## src/rtl/rx_desc_gen.sv

```systemverilog
// rx_desc_gen: RX descriptor generator.
// Takes the 256-bit framed stream from the MAC extractor, writes the frame
// words into the RX data FIFO, and after each frame pushes one 64-bit
// descriptor into the descriptor FIFO. Frames that cannot be stored are
// dropped whole, so each descriptor describes exactly the words written.
module rx_desc_gen #(
    parameter int unsigned MAX_BYTES    = 9600,
    parameter logic [12:0] DFIFO_THRESH = 13'h3C0
) (
    input  logic         clk,
    input  logic         reset,
    input  logic         in_valid,
    output logic         in_ready,
    input  logic [255:0] in_data,
    input  logic         in_sop,
    input  logic         in_eop,
    input  logic [4:0]   in_mod,
    input  logic         in_err,
    output logic         dfifo_wr,
    output logic [255:0] dfifo_data,
    input  logic [12:0]  dfifo_usedw,
    output logic         cs_fifo_wr,
    output logic [63:0]  cs_fifo_din,
    input  logic         cs_fifo_full,
    output logic [15:0]  drop_cnt
);

    // Frame-level states.
    localparam logic [1:0] S_IDLE  = 2'd0;  // waiting for a start of frame
    localparam logic [1:0] S_FRAME = 2'd1;  // storing a frame
    localparam logic [1:0] S_DROP  = 2'd2;  // discarding until end of frame
    localparam logic [1:0] S_DESC  = 2'd3;  // emitting the descriptor

    logic [1:0]   state_q, state_d;
    logic [7:0]   seq_q, seq_d;
    logic [15:0]  words_q, words_d;     // data words written for this frame
    logic [5:0]   last_q, last_d;       // byte count of the last written word
    logic         err_q, err_d;
    logic         trunc_q, trunc_d;
    logic         pend_q, pend_d;       // drop the remainder after the descriptor
    logic [15:0]  drop_q, drop_d;
    logic         dfifo_wr_q, dfifo_wr_d;
    logic [255:0] dfifo_data_q;

    logic         accept;
    logic         desc_active;
    logic         sop_drop;
    logic [15:0]  byte_count;

    // Number of valid bytes in an end-of-frame beat; a zero modulo means a full beat.
    function automatic logic [5:0] mod_bytes(input logic [4:0] m);
        if (m == 5'd0) begin
            return 6'd32;
        end
        return {1'b0, m};
    endfunction

    // A further word may be stored while the bytes already written stay below the cap.
    function automatic logic has_room(input logic [15:0] w);
        logic [31:0] bytes;
        bytes = {16'd0, w} << 5;
        return bytes < MAX_BYTES;
    endfunction

    // Descriptor byte count. A truncated frame reports only what was stored; a
    // frame closed by a premature start of frame has its last word already
    // recorded as a full 32 bytes.
    function automatic logic [15:0] calc_byte_count(input logic [15:0] w,
                                                    input logic [5:0]  lb,
                                                    input logic        tr);
        logic [15:0] full_words;
        if (tr) begin
            return w << 5;
        end
        full_words = w - 16'd1;
        return (full_words << 5) + {10'd0, lb};
    endfunction

    assign accept      = in_valid & in_ready;
    assign in_ready    = (state_q != S_DESC);
    assign desc_active = (state_q == S_DESC);

    // The admission check only happens at start of frame; mid-frame the FIFO is
    // guaranteed room by the threshold, so it is never consulted again.
    assign sop_drop    = (dfifo_usedw > DFIFO_THRESH) | cs_fifo_full;
    assign byte_count  = calc_byte_count(words_q, last_q, trunc_q);

    // Next-state and per-frame bookkeeping.
    always_comb begin
        state_d    = state_q;
        seq_d      = seq_q;
        words_d    = words_q;
        last_d     = last_q;
        err_d      = err_q;
        trunc_d    = trunc_q;
        pend_d     = pend_q;
        drop_d     = drop_q;
        dfifo_wr_d = 1'b0;

        case (state_q)
            S_IDLE: begin
                // Non-SOP beats in IDLE are stray and simply consumed.
                if (accept && in_sop) begin
                    if (sop_drop) begin
                        drop_d  = drop_q + 16'd1;
                        state_d = in_eop ? S_IDLE : S_DROP;
                    end else begin
                        dfifo_wr_d = 1'b1;
                        words_d    = 16'd1;
                        last_d     = in_eop ? mod_bytes(in_mod) : 6'd32;
                        err_d      = in_eop & in_err;
                        trunc_d    = 1'b0;
                        pend_d     = 1'b0;
                        state_d    = in_eop ? S_DESC : S_FRAME;
                    end
                end
            end

            S_FRAME: begin
                if (accept) begin
                    if (in_sop) begin
                        // Missing end of frame: close what we have as errored and
                        // discard the frame that just started.
                        err_d   = 1'b1;
                        pend_d  = 1'b1;
                        state_d = S_DESC;
                    end else begin
                        if (has_room(words_q)) begin
                            dfifo_wr_d = 1'b1;
                            words_d    = words_q + 16'd1;
                            last_d     = in_eop ? mod_bytes(in_mod) : 6'd32;
                        end else begin
                            trunc_d = 1'b1;
                        end
                        if (in_eop) begin
                            err_d   = in_err;
                            state_d = S_DESC;
                        end
                    end
                end
            end

            S_DROP: begin
                if (accept && in_eop) begin
                    state_d = S_IDLE;
                end
            end

            S_DESC: begin
                // The descriptor is written combinationally in this state; it
                // can coincide with the last data write but never precede it.
                if (!cs_fifo_full) begin
                    seq_d   = seq_q + 8'd1;
                    state_d = pend_q ? S_DROP : S_IDLE;
                    pend_d  = 1'b0;
                end
            end

            default: begin
                state_d = S_IDLE;
            end
        endcase
    end

    // State and counter registers; reset aborts any frame in progress.
    always_ff @(posedge clk) begin
        if (reset) begin
            state_q    <= S_IDLE;
            seq_q      <= 8'd0;
            words_q    <= 16'd0;
            last_q     <= 6'd0;
            err_q      <= 1'b0;
            trunc_q    <= 1'b0;
            pend_q     <= 1'b0;
            drop_q     <= 16'd0;
            dfifo_wr_q <= 1'b0;
        end else begin
            state_q    <= state_d;
            seq_q      <= seq_d;
            words_q    <= words_d;
            last_q     <= last_d;
            err_q      <= err_d;
            trunc_q    <= trunc_d;
            pend_q     <= pend_d;
            drop_q     <= drop_d;
            dfifo_wr_q <= dfifo_wr_d;
        end
    end

    // Data FIFO write data, captured together with the write strobe.
    always_ff @(posedge clk) begin
        if (reset) begin
            dfifo_data_q <= '0;
        end else if (dfifo_wr_d) begin
            dfifo_data_q <= in_data;
        end
    end

    assign dfifo_wr    = dfifo_wr_q;
    assign dfifo_data  = dfifo_data_q;
    assign drop_cnt    = drop_q;
    assign cs_fifo_wr  = desc_active & ~cs_fifo_full;
    assign cs_fifo_din = desc_active ?
                         {byte_count, words_q, err_q, trunc_q, 6'd0, seq_q, 16'd0} :
                         64'd0;

endmodule
```

## config.mk

```make
export PLATFORM = sky130hd
export DESIGN_NAME = rx_desc_gen
export DESIGN_NICKNAME = d
export VERILOG_FILES = /design/src/rtl/rx_desc_gen.sv
export SDC_FILE = /design/constraint.sdc
export NUM_CORES = 1
export LEC_CHECK = 0
export BUFFER_PORTS_ARGS = -buffer_cell sky130_fd_sc_hd__buf_2
export CORE_AREA = 2 2 240 242
export CTS_CLUSTER_DIAMETER = 120
export DETAILED_ROUTE_END_ITERATION = 10
export DIE_AREA = 0 0 242 244
export GPL_TIMING_DRIVEN = 0
export HOLD_SLACK_MARGIN = 0.15
export PLACE_DENSITY = 0.55
export SLEW_MARGIN = 20
export SYNTH_ARGS = -nofsm -noshare
export SYNTH_HDL_FRONTEND = slang
export SYNTH_SLANG_ARGS = --single-unit
```

## constraint.sdc

```tcl
create_clock -name clk -period 2.5 [get_ports clk]
set_input_delay 0.25 -clock clk [delete_from_list [all_inputs] [get_ports clk]]
set_output_delay 0.25 -clock clk [all_outputs]
set_load 0.1 [all_outputs]
```

==> flow_metrics.tcl <==
set metrics [dict create \
    syn-mean-instance-area_um2 7.764 \
    synth_edf_count 0 \
    fill_cells 5796 \
    yosys.area.top_type_share_pct 51.17 \
    timing.rr.start "words_q[15]" \
    worstPathBufferInverterCount 5 \
    ir_drop_v 0.0004256 \
    syn_inst 1552 \
    slew_viol_final 0 \
    cts_max_level 2 \
    dieWidth_um 242 \
    multi_input_area_um2 5650 \
    crit_top_cell "buf_6" \
    clockBufferDepth 3 \
    antenna_found_initial 2 \
    seq_area_um2 6173 \
    synth_simple_gate_area_share_pct 24.98 \
    synth_cell_types 55 \
    violations "setup timing" \
    synth_compound_area_share_pct 15.09 \
    drive_gt1_share_pct 32.45 \
    muxShareOfSynthArea_pct 0.7684 \
    synth_adder_area_share_pct 0.6231 \
    fin_crit_ns 3.288 \
    core_area_um2 56170 \
    hold_path_depth 4 \
    synth_seq_area_share_pct 51.17 \
    cts_tree "done" \
    leakage_uw 0.009174 \
    num_io_pins 620 \
    ys_warn_count 0 \
    num-nets-final 2778 \
    hold_violations 0 \
    cts_buffers 36 \
    postRouteAntennaNets 0 \
    clkSinkCount 308 \
    critPathMaxFanout 3 \
    gp_congestion 0.9125 \
    avgRoutedWirePerCell_um 16.35 \
    ys_seq_elements 308 \
    crit_chain "buf_8, inv_4, ha_4, or4b_4, buf_6, o211ai_1, o21ai_4, buf_6, nand4b_1, o2111ai_1, a311o_2, buf_12" \
    start_util_pct 21.45 \
    synth_top_area_cell "dfxtp_1" \
    max_freq_ghz 0.3042 \
    status "finished with violations" \
    r2r_cells 8 \
    critPathKind "flip-flop to output pin" \
    synthesis.area_um2 12050 \
    grtUsageTotal_pct 17.19 \
    worstMarginPinSlew_ns 0.8589 \
    dieArea_um2 59050 \
    grt_pass1_vias 14590 \
    placementRows 87 \
    slowest_delay_ns 0.49 \
    r2r_setup_slack_ns 0.09 \
    clk_latency_ns 0.53 \
    maxCapViolations 0 \
    cts-root-buf "clkbuf_16" \
    relSlewSlack_pct 42.74 \
    synth_area_leaders "dfxtp_1 (51%), nand2_1 (17%), a21oi_1 (12%), clkbuf_1 (2.5%), and3_1 (1.5%)" \
    worst_ep_arrival_time_ns 3.04 \
    cp_top_family "compound AO/OA/AOI/OAI gates" \
    hpwl_mm 39.35 \
    hold_start "cs_fifo_full" \
    firstDrtPassIters 5 \
    hold_slack_ns 0.2217 \
    setup_viol 9 \
    overflow 0 \
    async_flop_share_pct 0 \
    wl_mm 53.51 \
    final_util_pct 37.05 \
    critPathLaunchType "flip-flop" \
    r2r-end "dfifo_data[212]" \
    portBuffers 596 \
    rsz0062_at_grt "true" \
    drcViolationCount 0 \
    end_kind "output pin" \
    die_y_um 244 \
    fin_crit_sh_pct 131.5 \
    synthXorXnorAreaFrac_pct 1.672 \
    critPathRequiredTime_ns 2.25 \
    min_to "pend_q" \
    area_growth_pct 72.71 \
    setup_slack_ns -0.7876 \
    grt_max_degree 13 \
    grt_pass1_wl_mm 80.70 \
    vias_per_cell 4.386 \
    min_path_type "input port to flip-flop" \
    vias 14350 \
    cpMaxStageDelayCell "or4b_4" \
    fin_skew_ns 0.02032 \
    clk_pin_slew_worst_paths_ns 0.06 \
    p_per_area_nw_per_um2 568.8 \
    synth_top_family_by_area "simple AND/OR/NAND/NOR gates" \
    synth_ff_type "dfxtp_1" \
    drtIter0Drc 697 \
]
==> tightest hold or removal path, cell delays in order <==
cell and delay (ns):
buf_2 0.12, nand2b_1 0.16, o21ai_0 0.10, a211oi_1 0.07
==> metrics by stage <==
step / total power (uW) / TNS, ns / instance area (um^2) / setup WS [ns] / cells
3_5_place_dp: 6217 / -133.18 / 16240 / -0.7631 / 2925
4_1_cts: 11950 / -4.903 / 20650 / -0.8282 / 3269
3_3_place_gp: 6208 / -121.84 / 16240 / -0.7385 / 2925
6_report: 11840 / -4.682 / 20810 / -0.7876 / 3272
5_1_grt: 12280 / -5.594 / 20810 / -0.8953 / 3271
2_1_floorplan: 5827 / -1.019 / 12310 / -0.2277 / 1573
==> synth_stat cells (2+ instances only) <==
| library cell | instances |
|---|---|
| buf_4 | 22 |
| nand2_1 | 548 |
| nor2_1 | 47 |
| xnor2_1 | 14 |
| a211oi_1 | 5 |
| buf_2 | 29 |
| xor2_1 | 9 |
| nor2b_1 | 7 |
| mux2i_1 | 7 |
| a221oi_2 | 2 |
| o2111ai_1 | 3 |
| inv_1 | 13 |
| nand4_1 | 10 |
| and2_1 | 8 |
| nor4_1 | 11 |
| nor3_1 | 7 |
| dfxtp_1 | 308 |
| o211ai_1 | 7 |
| a21o_1 | 4 |
| o21ai_1 | 3 |
| mux2_2 | 2 |
| a21oi_1 | 280 |
| o31ai_1 | 3 |
| o21ai_0 | 20 |
| and3_1 | 29 |
| a31oi_1 | 2 |
| nand2b_1 | 6 |
| clkbuf_1 | 81 |
| or3_1 | 10 |
| nand3_1 | 13 |
| ha_1 | 6 |
| o21a_1 | 2 |
| or4_1 | 12 |
==> per-layer routing <==
metal	share of wire, %	track usage [%]	up-vias
met1	39	19.02	6727
met5	0.024	0	-
met4	3.5	6.554	2
li1	-	-	6963
met3	6.6	4.258	118
met2	51	31.60	542
==> how the worst max path moves through the flow <==
stage | start | end | cells past startpoint
after floorplan | words_q[0] | cs_fifo_din[59] | 9
after global placement | cs_fifo_full | dfifo_data[76] | 8
after detailed placement | cs_fifo_full | dfifo_data[49] | 8
after CTS | words_q[1] | cs_fifo_din[63] | 12
after global routing | words_q[1] | cs_fifo_din[63] | 12
final | words_q[1] | cs_fifo_din[63] | 12
==> placed cells by master (no fill, tap or decap), types with 28 or more instances in the layout <==
cell type / count
clkbuf_16: 38
a21oi_1: 273
and3_1: 29
buf_4: 64
nand2_1: 547
nor2_1: 36
buf_2: 578
dlygate4sd3_1: 268
dfxtp_1: 304
clkbuf_2: 28
clkbuf_1: 53
==> registers in the layout (all words and copies together) (netlist names) <==
register / count
err_q: 1
dfifo_data: 256
pend_q: 1
drop_cnt: 16
dfifo_wr: 1
last_q: 6
trunc_q: 1
seq_q: 8
words_q: 16
state_q: 2
==> cell families (layout without fill, tap and decap cells) <==
group                      after synthesis  in the layout
DFF                                    308            308
buffers and inverters                  148           1090
adders and majority gates                6              6
muxes                                    9              9
xor gates and xnor gates                23             23
AOI/OAI and AO/OA                      339            339
other                                    1             23
and+or+nand+nor                        718            718
==> where the power goes <==
part	total (uW)	internal, uW	switching, uW
clock	5340	3220	2120
sequential	4990	4960	30.6
combinational	1500	586	919
==> layout make-up <==
class                           instances  share of cell area [%]
Antenna cell                            1                 0.01202
Buffer                                132                   3.541
Clock buffer                           54                   5.243
Clock inverter                          8                  0.5051
Inverter                               14                  0.3066
Multi-Input combinational cell       1117                   27.15
Sequential cell                       308                   29.67
Tap cell                              756                   4.545
Timing Repair Buffer                  882                   29.03
==> repair_timing <==
| item | CTS | global route |
|---|---|---|
| cloned | 0 | 0 |
| gates resized for setup | 130 | 67 |
| setup buffers | 16 | 2 |
| endpoints found under the hold margin | 269 | 0 |
| pin swaps | 16 | 17 |
| hold buffers | 268 | 0 |
| endpoints found under the setup margin | 312 | 268 |
Power figures use the tool's default switching activity.
